[config.mk]
export PLATFORM = sky130hd
export DESIGN_NAME = hilo_muldiv_unit_flat
export DESIGN_NICKNAME = d
export VERILOG_FILES = /design/src/rtl/hilo_muldiv_unit_if.sv /design/src/rtl/hilo_muldiv_unit.sv /design/src/flat_wrapper.sv
export SDC_FILE = /design/constraint.sdc
export NUM_CORES = 2
export LEC_CHECK = 0
export CAP_MARGIN = 20
export CORE_MARGIN = 2
export CORE_UTILIZATION = 40
export DETAILED_ROUTE_END_ITERATION = 8
export HOLD_SLACK_MARGIN = 0.03
export SETUP_SLACK_MARGIN = 0.1
export SYNTH_ARGS = -nofsm -noshare
export SYNTH_HDL_FRONTEND = slang
export SYNTH_SLANG_ARGS = --single-unit
[constraint.sdc]
create_clock -name clk_i -period 14 [get_ports clk_i]
set_clock_uncertainty 0.2 [all_clocks]
set_input_delay 2.8 -clock clk_i [delete_from_list [all_inputs] [get_ports clk_i]]
set_output_delay 2.8 -clock clk_i [all_outputs]
set_load 0.02 [all_outputs]
[src/rtl/hilo_muldiv_unit_if.sv]
// Request/response bundle between the MEM stage and the HI/LO multiply/divide unit.
interface hilo_muldiv_unit_if #(
    parameter int DATA_W = 32
);
    logic              valid_i;
    logic [3:0]        op_i;
    logic [DATA_W-1:0] src_a_i;
    logic [DATA_W-1:0] src_b_i;
    logic              flush_i;
    logic              ready_o;
    logic              done_o;
    logic [DATA_W-1:0] hi_o;
    logic [DATA_W-1:0] lo_o;

    modport master (
        output valid_i, op_i, src_a_i, src_b_i, flush_i,
        input  ready_o, done_o, hi_o, lo_o
    );

    modport slave (
        input  valid_i, op_i, src_a_i, src_b_i, flush_i,
        output ready_o, done_o, hi_o, lo_o
    );
endinterface

[src/rtl/hilo_muldiv_unit.sv]
// HI/LO unit: MTHI/MTLO, fixed-latency multiply and radix-2 restoring divide committing to HI/LO.
// Define HILO_MADD_EN to implement MADD/MADDU/MSUB/MSUBU; otherwise those opcodes act as NOP.
//   state   | meaning
//   ST_IDLE | ready for a new op; MTHI/MTLO complete here
//   ST_MUL  | product latency countdown, commit when the counter hits zero
//   ST_DIV  | DATA_W restoring steps, then sign fix-up and commit
module hilo_muldiv_unit #(
    parameter int DATA_W  = 32,
    parameter int MUL_LAT = 2
) (
    input  logic              clk_i,
    input  logic              rst_i,
    hilo_muldiv_unit_if.slave bus
);
    localparam logic [3:0] OP_MTHI  = 4'd1;
    localparam logic [3:0] OP_MTLO  = 4'd2;
    localparam logic [3:0] OP_MULT  = 4'd3;
    localparam logic [3:0] OP_MULTU = 4'd4;
    localparam logic [3:0] OP_DIV   = 4'd5;
    localparam logic [3:0] OP_DIVU  = 4'd6;
    localparam logic [3:0] OP_MADD  = 4'd7;
    localparam logic [3:0] OP_MADDU = 4'd8;
    localparam logic [3:0] OP_MSUB  = 4'd9;
    localparam logic [3:0] OP_MSUBU = 4'd10;

    localparam int CNT_MAX = (DATA_W > MUL_LAT) ? DATA_W : MUL_LAT;
    localparam int CNT_W   = $clog2(CNT_MAX + 1);
    localparam int PW      = 2 * DATA_W;

    typedef enum logic [1:0] {
        ST_IDLE = 2'd0,
        ST_MUL  = 2'd1,
        ST_DIV  = 2'd2
    } state_t;

    state_t            r_state;
    logic [CNT_W-1:0]  r_cnt;
    logic              r_done;
    logic [DATA_W-1:0] r_hi;
    logic [DATA_W-1:0] r_lo;
    logic [PW-1:0]     r_mul_a;
    logic [PW-1:0]     r_mul_b;
    logic [DATA_W-1:0] r_quo;
    logic [DATA_W-1:0] r_rem;
    logic [DATA_W-1:0] r_dvs;
    logic [DATA_W-1:0] r_dvd_raw;
    logic              r_neg_q;
    logic              r_neg_r;
    logic              r_dz;

    logic              w_accept;
    logic              w_mul_start;
    logic              w_div_start;
    logic              w_mul_signed;
    logic              w_a_neg;
    logic              w_b_neg;
    logic [PW-1:0]     w_prod;
    logic [PW-1:0]     w_mul_res;
    logic [DATA_W:0]   w_rem_sh;
    logic [DATA_W:0]   w_diff;
    logic [DATA_W-1:0] w_quo_fix;
    logic [DATA_W-1:0] w_rem_fix;

    assign w_accept     = bus.valid_i && !bus.flush_i && (r_state == ST_IDLE);
    assign w_div_start  = (bus.op_i == OP_DIV) || (bus.op_i == OP_DIVU);
    assign w_mul_signed = (bus.op_i == OP_MULT) || (bus.op_i == OP_MADD) || (bus.op_i == OP_MSUB);
    assign w_a_neg      = (bus.op_i == OP_DIV) && bus.src_a_i[DATA_W-1];
    assign w_b_neg      = (bus.op_i == OP_DIV) && bus.src_b_i[DATA_W-1];

    // Operands are stored pre-extended to 2*DATA_W so one unsigned multiplier serves both signednesses.
    assign w_prod = r_mul_a * r_mul_b;

`ifdef HILO_MADD_EN
    typedef enum logic [1:0] {
        ACC_SET = 2'd0,
        ACC_ADD = 2'd1,
        ACC_SUB = 2'd2
    } acc_t;

    acc_t r_acc;
    acc_t w_acc_kind;

    assign w_mul_start = (bus.op_i == OP_MULT) || (bus.op_i == OP_MULTU) ||
                         (bus.op_i == OP_MADD) || (bus.op_i == OP_MADDU) ||
                         (bus.op_i == OP_MSUB) || (bus.op_i == OP_MSUBU);

    always_comb begin
        w_acc_kind = ACC_SET;
        if ((bus.op_i == OP_MADD) || (bus.op_i == OP_MADDU)) begin
            w_acc_kind = ACC_ADD;
        end else if ((bus.op_i == OP_MSUB) || (bus.op_i == OP_MSUBU)) begin
            w_acc_kind = ACC_SUB;
        end
    end

    // Accumulation uses HI/LO as they stand at the commit edge.
    always_comb begin
        w_mul_res = w_prod;
        case (r_acc)
            ACC_ADD: w_mul_res = {r_hi, r_lo} + w_prod;
            ACC_SUB: w_mul_res = {r_hi, r_lo} - w_prod;
            default: w_mul_res = w_prod;
        endcase
    end
`else
    assign w_mul_start = (bus.op_i == OP_MULT) || (bus.op_i == OP_MULTU);
    assign w_mul_res   = w_prod;
`endif

    assign w_rem_sh  = {r_rem, r_quo[DATA_W-1]};
    assign w_diff    = w_rem_sh - {1'b0, r_dvs};
    assign w_quo_fix = r_neg_q ? -r_quo : r_quo;
    assign w_rem_fix = r_neg_r ? -r_rem : r_rem;

    assign bus.ready_o = (r_state == ST_IDLE);
    assign bus.done_o  = r_done;
    assign bus.hi_o    = r_hi;
    assign bus.lo_o    = r_lo;

    always_ff @(posedge clk_i or negedge rst_i) begin
        if (!rst_i) begin
            r_state   <= ST_IDLE;
            r_cnt     <= '0;
            r_done    <= 1'b0;
            r_hi      <= '0;
            r_lo      <= '0;
            r_mul_a   <= '0;
            r_mul_b   <= '0;
            r_quo     <= '0;
            r_rem     <= '0;
            r_dvs     <= '0;
            r_dvd_raw <= '0;
            r_neg_q   <= 1'b0;
            r_neg_r   <= 1'b0;
            r_dz      <= 1'b0;
`ifdef HILO_MADD_EN
            r_acc     <= ACC_SET;
`endif
        end else begin
            r_done <= 1'b0;
            case (r_state)
                ST_IDLE: begin
                    if (w_accept) begin
                        if (bus.op_i == OP_MTHI) begin
                            r_hi   <= bus.src_a_i;
                            r_done <= 1'b1;
                        end else if (bus.op_i == OP_MTLO) begin
                            r_lo   <= bus.src_a_i;
                            r_done <= 1'b1;
                        end else if (w_mul_start) begin
                            r_mul_a <= {{DATA_W{w_mul_signed & bus.src_a_i[DATA_W-1]}}, bus.src_a_i};
                            r_mul_b <= {{DATA_W{w_mul_signed & bus.src_b_i[DATA_W-1]}}, bus.src_b_i};
                            r_cnt   <= CNT_W'(MUL_LAT - 1);
                            r_state <= ST_MUL;
`ifdef HILO_MADD_EN
                            r_acc   <= w_acc_kind;
`endif
                        end else if (w_div_start) begin
                            r_quo     <= w_a_neg ? -bus.src_a_i : bus.src_a_i;
                            r_dvs     <= w_b_neg ? -bus.src_b_i : bus.src_b_i;
                            r_rem     <= '0;
                            r_dvd_raw <= bus.src_a_i;
                            r_neg_q   <= w_a_neg ^ w_b_neg;
                            r_neg_r   <= w_a_neg;
                            r_dz      <= (bus.src_b_i == '0);
                            r_cnt     <= CNT_W'(DATA_W);
                            r_state   <= ST_DIV;
                        end
                    end
                end
                ST_MUL: begin
                    if (bus.flush_i) begin
                        r_state <= ST_IDLE;
                    end else if (r_cnt == '0) begin
                        {r_hi, r_lo} <= w_mul_res;
                        r_done       <= 1'b1;
                        r_state      <= ST_IDLE;
                    end else begin
                        r_cnt <= r_cnt - CNT_W'(1);
                    end
                end
                ST_DIV: begin
                    if (bus.flush_i) begin
                        r_state <= ST_IDLE;
                    end else if (r_cnt != '0) begin
                        // Borrow out of the trial subtraction means the divisor did not fit.
                        if (w_diff[DATA_W]) begin
                            r_rem <= w_rem_sh[DATA_W-1:0];
                            r_quo <= {r_quo[DATA_W-2:0], 1'b0};
                        end else begin
                            r_rem <= w_diff[DATA_W-1:0];
                            r_quo <= {r_quo[DATA_W-2:0], 1'b1};
                        end
                        r_cnt <= r_cnt - CNT_W'(1);
                    end else begin
                        if (r_dz) begin
                            r_lo <= '1;
                            r_hi <= r_dvd_raw;
                        end else begin
                            r_lo <= w_quo_fix;
                            r_hi <= w_rem_fix;
                        end
                        r_done  <= 1'b1;
                        r_state <= ST_IDLE;
                    end
                end
                default: r_state <= ST_IDLE;
            endcase
        end
    end
endmodule

[src/flat_wrapper.sv]
// flat-port wrapper written by rule: the top's interface ports become plain ports
module hilo_muldiv_unit_flat 
#(
    parameter int DATA_W  = 32,
    parameter int MUL_LAT = 2
)
  (clk_i, rst_i, bus_valid_i, bus_op_i, bus_src_a_i, bus_src_b_i, bus_flush_i, bus_ready_o, bus_done_o, bus_hi_o, bus_lo_o);
  hilo_muldiv_unit_if #(.DATA_W(DATA_W)) bus_i ();
  input  logic clk_i;
  input  logic rst_i;
  input wire logic [$bits(bus_i.valid_i)-1:0] bus_valid_i;
  input wire logic [$bits(bus_i.op_i)-1:0] bus_op_i;
  input wire logic [$bits(bus_i.src_a_i)-1:0] bus_src_a_i;
  input wire logic [$bits(bus_i.src_b_i)-1:0] bus_src_b_i;
  input wire logic [$bits(bus_i.flush_i)-1:0] bus_flush_i;
  output wire logic [$bits(bus_i.ready_o)-1:0] bus_ready_o;
  output wire logic [$bits(bus_i.done_o)-1:0] bus_done_o;
  output wire logic [$bits(bus_i.hi_o)-1:0] bus_hi_o;
  output wire logic [$bits(bus_i.lo_o)-1:0] bus_lo_o;
  assign bus_i.valid_i = bus_valid_i;
  assign bus_i.op_i = bus_op_i;
  assign bus_i.src_a_i = bus_src_a_i;
  assign bus_i.src_b_i = bus_src_b_i;
  assign bus_i.flush_i = bus_flush_i;
  assign bus_ready_o = bus_i.ready_o;
  assign bus_done_o = bus_i.done_o;
  assign bus_hi_o = bus_i.hi_o;
  assign bus_lo_o = bus_i.lo_o;
  hilo_muldiv_unit #(.DATA_W(DATA_W), .MUL_LAT(MUL_LAT)) u_core (.clk_i(clk_i), .rst_i(rst_i), .bus(bus_i));
endmodule
==> impl_metrics.xml <==
<?xml version="1.0" encoding="UTF-8"?>
<metrics>
  <group name="timing">
    <metric name="fmax" unit="GHz">0.1102</metric>
    <metric name="finalSetupViolCount" unit="">0</metric>
    <metric name="setup-tns-final" unit="ns">0</metric>
    <metric name="layout_min_cycle_time" unit="ns">9.077</metric>
    <metric name="timing_hold_violations_final" unit="">0</metric>
    <metric name="final_min_period_over_clock_period" unit="%">64.83</metric>
    <metric name="tightestPinTransition" unit="ns">1.134</metric>
    <metric name="postLayoutSetupSlackWorst" unit="ns">4.923</metric>
    <metric name="grt_setup_unrepaired" unit="">false</metric>
    <metric name="timing.slew.headroom" unit="%">24.38</metric>
    <metric name="drv_slew" unit="">0</metric>
  </group>
  <group name="die">
    <metric name="dieWidth" unit="um">375.4</metric>
    <metric name="floorplan.die_area" unit="mm^2">0.1409</metric>
    <metric name="floorplan_row_count" unit="">136</metric>
    <metric name="core" unit="mm^2">0.1372</metric>
    <metric name="fp.dieH" unit="um">375.4</metric>
    <metric name="floorplan.initialDensity" unit="%">40.24</metric>
    <metric name="io_pins" unit="">138</metric>
  </group>
  <group name="synthesis">
    <metric name="yosys.area.top_type" unit="">fa_1</metric>
    <metric name="postSynthAreaPerCell" unit="um^2">9.060</metric>
    <metric name="synthFlopType" unit="">dfrtp_1</metric>
    <metric name="top_cells_by_area_synth" unit="">fa_1 (41%), dfrtp_1 (12%), inv_1 (8.0%), and2_1 (6.2%), nand2_1 (6.1%)</metric>
    <metric name="synth.ff_latch_count" unit="">270</metric>
    <metric name="synth_top_family_by_area" unit="">adder cells</metric>
    <metric name="yosysUniqueCellTypes" unit="">101</metric>
    <metric name="yosys_warnings" unit="">0</metric>
    <metric name="synthDominantCellAreaShare" unit="%">40.85</metric>
    <metric name="synth_fp_nets" unit="">7542</metric>
    <metric name="post_synth_mux_area_share" unit="%">2.036</metric>
    <metric name="synthArstFlopShare" unit="%">100.0</metric>
    <metric name="synth_xor_xnor_area_share" unit="%">3.269</metric>
    <metric name="syn_area" unit="mm^2">0.05518</metric>
    <metric name="synth-compound-area-share" unit="%">8.691</metric>
    <metric name="synthAdderAreaFrac" unit="%">46.58</metric>
    <metric name="synth.yosys.seq_area_share" unit="%">12.24</metric>
    <metric name="post_synth_and_or_nand_nor_area_fraction" unit="%">16.55</metric>
    <metric name="post_synthesis_cell_count" unit="">6091</metric>
    <metric name="synth-edff-count" unit="">0</metric>
  </group>
  <group name="placement">
    <metric name="hpwl" unit="um">126000</metric>
    <metric name="gpl.final_weighted_congestion" unit="">0.8816</metric>
    <metric name="dpl_worst_slack" unit="ns">5.006</metric>
    <metric name="port_buffers" unit="">137</metric>
  </group>
  <group name="setup_path">
    <metric name="crit_path_max_incr_delay" unit="ns">0.91</metric>
    <metric name="arrival" unit="ns">9.34</metric>
    <metric name="crit_chain" unit="">nand2_1 -&gt; inv_1 -&gt; fa_1 -&gt; fa_1 -&gt; fa_1 -&gt; fa_1 -&gt; fa_1 -&gt; fa_1 -&gt; fa_1 -&gt; inv_1 -&gt; fa_1 -&gt; inv_1 -&gt; ha_1 -&gt; a21oi_1 -&gt; o21ai_0 -&gt; a31oi_1 -&gt; nand3b_1 -&gt; nand4b_1 -&gt; a211oi_2 -&gt; o211ai_1 -&gt; and4_1 -&gt; nor3_1 -&gt; o31ai_1</metric>
    <metric name="path_class" unit="">reg -&gt; reg</metric>
    <metric name="critPathLaunchType" unit="">flip-flop</metric>
    <metric name="crit_required" unit="ns">14.27</metric>
    <metric name="critical_path.max_fanout" unit="">16</metric>
    <metric name="crit_path_frequent_cell" unit="">fa_1</metric>
    <metric name="worst_path_max_delay_cell" unit="">fa_1</metric>
    <metric name="critPathCaptureType" unit="">flip-flop</metric>
    <metric name="reg2regPathDepth" unit="">23</metric>
  </group>
  <group name="final_layout">
    <metric name="final.fill_count" unit="">13560</metric>
    <metric name="finalNetCount" unit="">7443</metric>
    <metric name="fin_util" unit="%">43.13</metric>
    <metric name="layout-drive-gt1-share" unit="%">4.671</metric>
    <metric name="synthToLayoutAreaGrowth" unit="%">7.183</metric>
  </group>
  <group name="clock_tree">
    <metric name="max-clock-path-buffers" unit="">3</metric>
    <metric name="clock_insertion_delay_worst_skew" unit="ns">0.61</metric>
    <metric name="clock_slew_seen_by_the_registers_of_the_worst_setup_and_hold_paths" unit="ns">0.07</metric>
    <metric name="cts_htree_levels" unit="">1</metric>
    <metric name="cts_made_buffers" unit="">30</metric>
    <metric name="cts.repair_timing.setup_buffer_count" unit="">0</metric>
    <metric name="clk_root_buffer_cell" unit="">clkbuf_16</metric>
    <metric name="cts_num_sinks" unit="">270</metric>
    <metric name="tritoncts" unit="">done</metric>
    <metric name="cells_resized_by_post_cts_repair" unit="">0</metric>
    <metric name="post_cts_hold_buffer_count" unit="">0</metric>
  </group>
  <group name="detailed_routing">
    <metric name="firstDrtPassIters" unit="">5</metric>
    <metric name="drt_first_iter_violations" unit="">3030</metric>
    <metric name="drc" unit="">0</metric>
    <metric name="avgViaCountPerCell" unit="">5.290</metric>
    <metric name="drt.antenna.violating_nets" unit="">0</metric>
    <metric name="wl_per_cell" unit="um">20.09</metric>
    <metric name="num_vias" unit="">41340</metric>
    <metric name="totalWireLength" unit="um">157000</metric>
  </group>
  <group name="grt">
    <metric name="global_route.usage.total" unit="%">22.69</metric>
    <metric name="pin_count_of_the_biggest_net_entering_global_routing" unit="">98</metric>
    <metric name="grt_first_pass_wirelength" unit="um">252000</metric>
    <metric name="grt_antenna_before_repair" unit="">6</metric>
    <metric name="grt_pass1_vias" unit="">43490</metric>
    <metric name="grt_overflow" unit="">0</metric>
  </group>
  <group name="worst_hold_path">
    <metric name="min-delay-path-class" unit="">reg -&gt; reg</metric>
    <metric name="hold_depth" unit="">2</metric>
  </group>
  <group name="run">
    <metric name="timing.max_cap.violations" unit="">0</metric>
  </group>
  <group name="status">
    <metric name="run_status" unit="">finished clean</metric>
  </group>
</metrics>
-- critical path, delay by kind of cell, from the launching register on --
kind            cells  cell delay, ns
simple gates        5            1.43
fa+ha+maj           9            4.91
buf+inv             3            0.26
flops               1            0.82
compound gates      6            1.29
-- cell usage after synthesis, types with 92 or more instances --
library cell,count
o21ai_0,190
a21oi_1,164
dfrtp_1,270
ha_1,253
inv_1,1177
nor2_1,158
clkbuf_1,311
and2_1,546
xnor2_1,114
nand2_1,904
fa_1,1126
xor2_1,92
-- path summary, 6_finish.rpt --
path,start,end,slack (ns)
setup / recovery,u_core.r_mul_b[0],u_core.bus.hi_o[24],4.92
hold / removal,u_core.bus.hi_o[14],u_core.bus.hi_o[14],0.28
setup reg to reg,u_core.r_mul_b[0],u_core.bus.hi_o[24],4.92
hold reg to reg,u_core.bus.hi_o[14],u_core.bus.hi_o[14],0.28
max in group asynchronous,rst_i,u_core.r_mul_b[9],9.91
min in group asynchronous,rst_i,u_core.r_rem[19],2.06
-- routing by layer --
| layer | global-route usage [%] | routed length [um] |
|---|---|---|
| met1 | 31.69 | 68790 |
| met5 | 0 | 0 |
| met4 | 5.888 | 4513 |
| met2 | 38.29 | 76230 |
| met3 | 1.578 | 7481 |
-- cells by family after synthesis --
| logic type | Yosys count |
|---|---|
| DFF | 270 |
| AOI/OAI and AO/OA | 737 |
| muxes | 104 |
| and+or+nand+nor | 1868 |
| buffers and inverters | 1527 |
| xor gates and xnor gates | 206 |
| adders and majority gates | 1379 |
-- area by class of cell --
cell class / instances / area [um^2] / area share, %
antenna: 5 / 12.51 / 0.02115
clock buffer: 41 / 852.1 / 1.441
clock inverter: 15 / 230.2 / 0.3892
inverter: 1178 / 4422 / 7.476
multi-input combinational: 4294 / 42600 / 72.02
sequential: 270 / 6771 / 11.45
tap: 1794 / 2245 / 3.795
timing repair buffer: 218 / 2017 / 3.410
-- cells in the final DEF (no fill, tap or decap), types with 10 or more instances in the layout --
master / Yosys / layout
nor3_1: 41 / 41
or2_2: 10 / 10
o41ai_1: 11 / 11
o21ai_1: 55 / 55
nand2_1: 904 / 902
o31ai_1: 76 / 76
a211oi_1: 22 / 22
o21bai_1: 13 / 13
and3_1: 14 / 13
nor2b_1: 40 / 40
a31oi_1: 12 / 12
xor2_1: 92 / 92
mux2_2: 65 / 65
nor2_1: 158 / 158
nand3_1: 29 / 28
clkbuf_16: 0 / 30
dfrtp_2: 0 / 12
mux2i_1: 38 / 38
nand2b_1: 25 / 25
a221oi_1: 37 / 37
dfrtp_1: 270 / 258
nand4_1: 18 / 18
nor4_1: 13 / 13
or3_1: 16 / 16
fa_1: 1126 / 1126
xnor2_1: 114 / 114
inv_1: 1177 / 1177
and2_1: 546 / 546
o21ai_0: 190 / 190
a21oi_1: 164 / 164
ha_1: 253 / 250
buf_4: 2 / 79
clkdlybuf4s50_1: 0 / 136
a21o_1: 55 / 55
-- flip-flops by register name, summed over array words and instances (netlist names) --
signal and cells:
u_core.r_mul_b 33, u_core.r_cnt 6, u_core.r_neg_r 1, u_core.r_quo 32, u_core.bus.done_o 1, u_core.r_dvd_raw 32
u_core.r_state 2, u_core.bus.lo_o 32, u_core.r_dvs 32, u_core.r_neg_q 1, u_core.r_dz 1, u_core.r_mul_a 33
u_core.bus.hi_o 32, u_core.r_rem 32
-- per-stage QoR --
stage,area [um^2],hold slack [ns],cells
4_1_cts,59090,0.2798,7808
3_3_place_gp,58010,0.2586,7752
2_1_floorplan,55180,0.2457,6091
3_5_place_dp,58010,0.2634,7752
5_1_grt,59150,0.2971,7815
6_report,59150,0.2777,7815
Power is left out: the tool's default activity adds up to more than one toggle a clock period on the data nets, which glitch-free logic cannot reach.
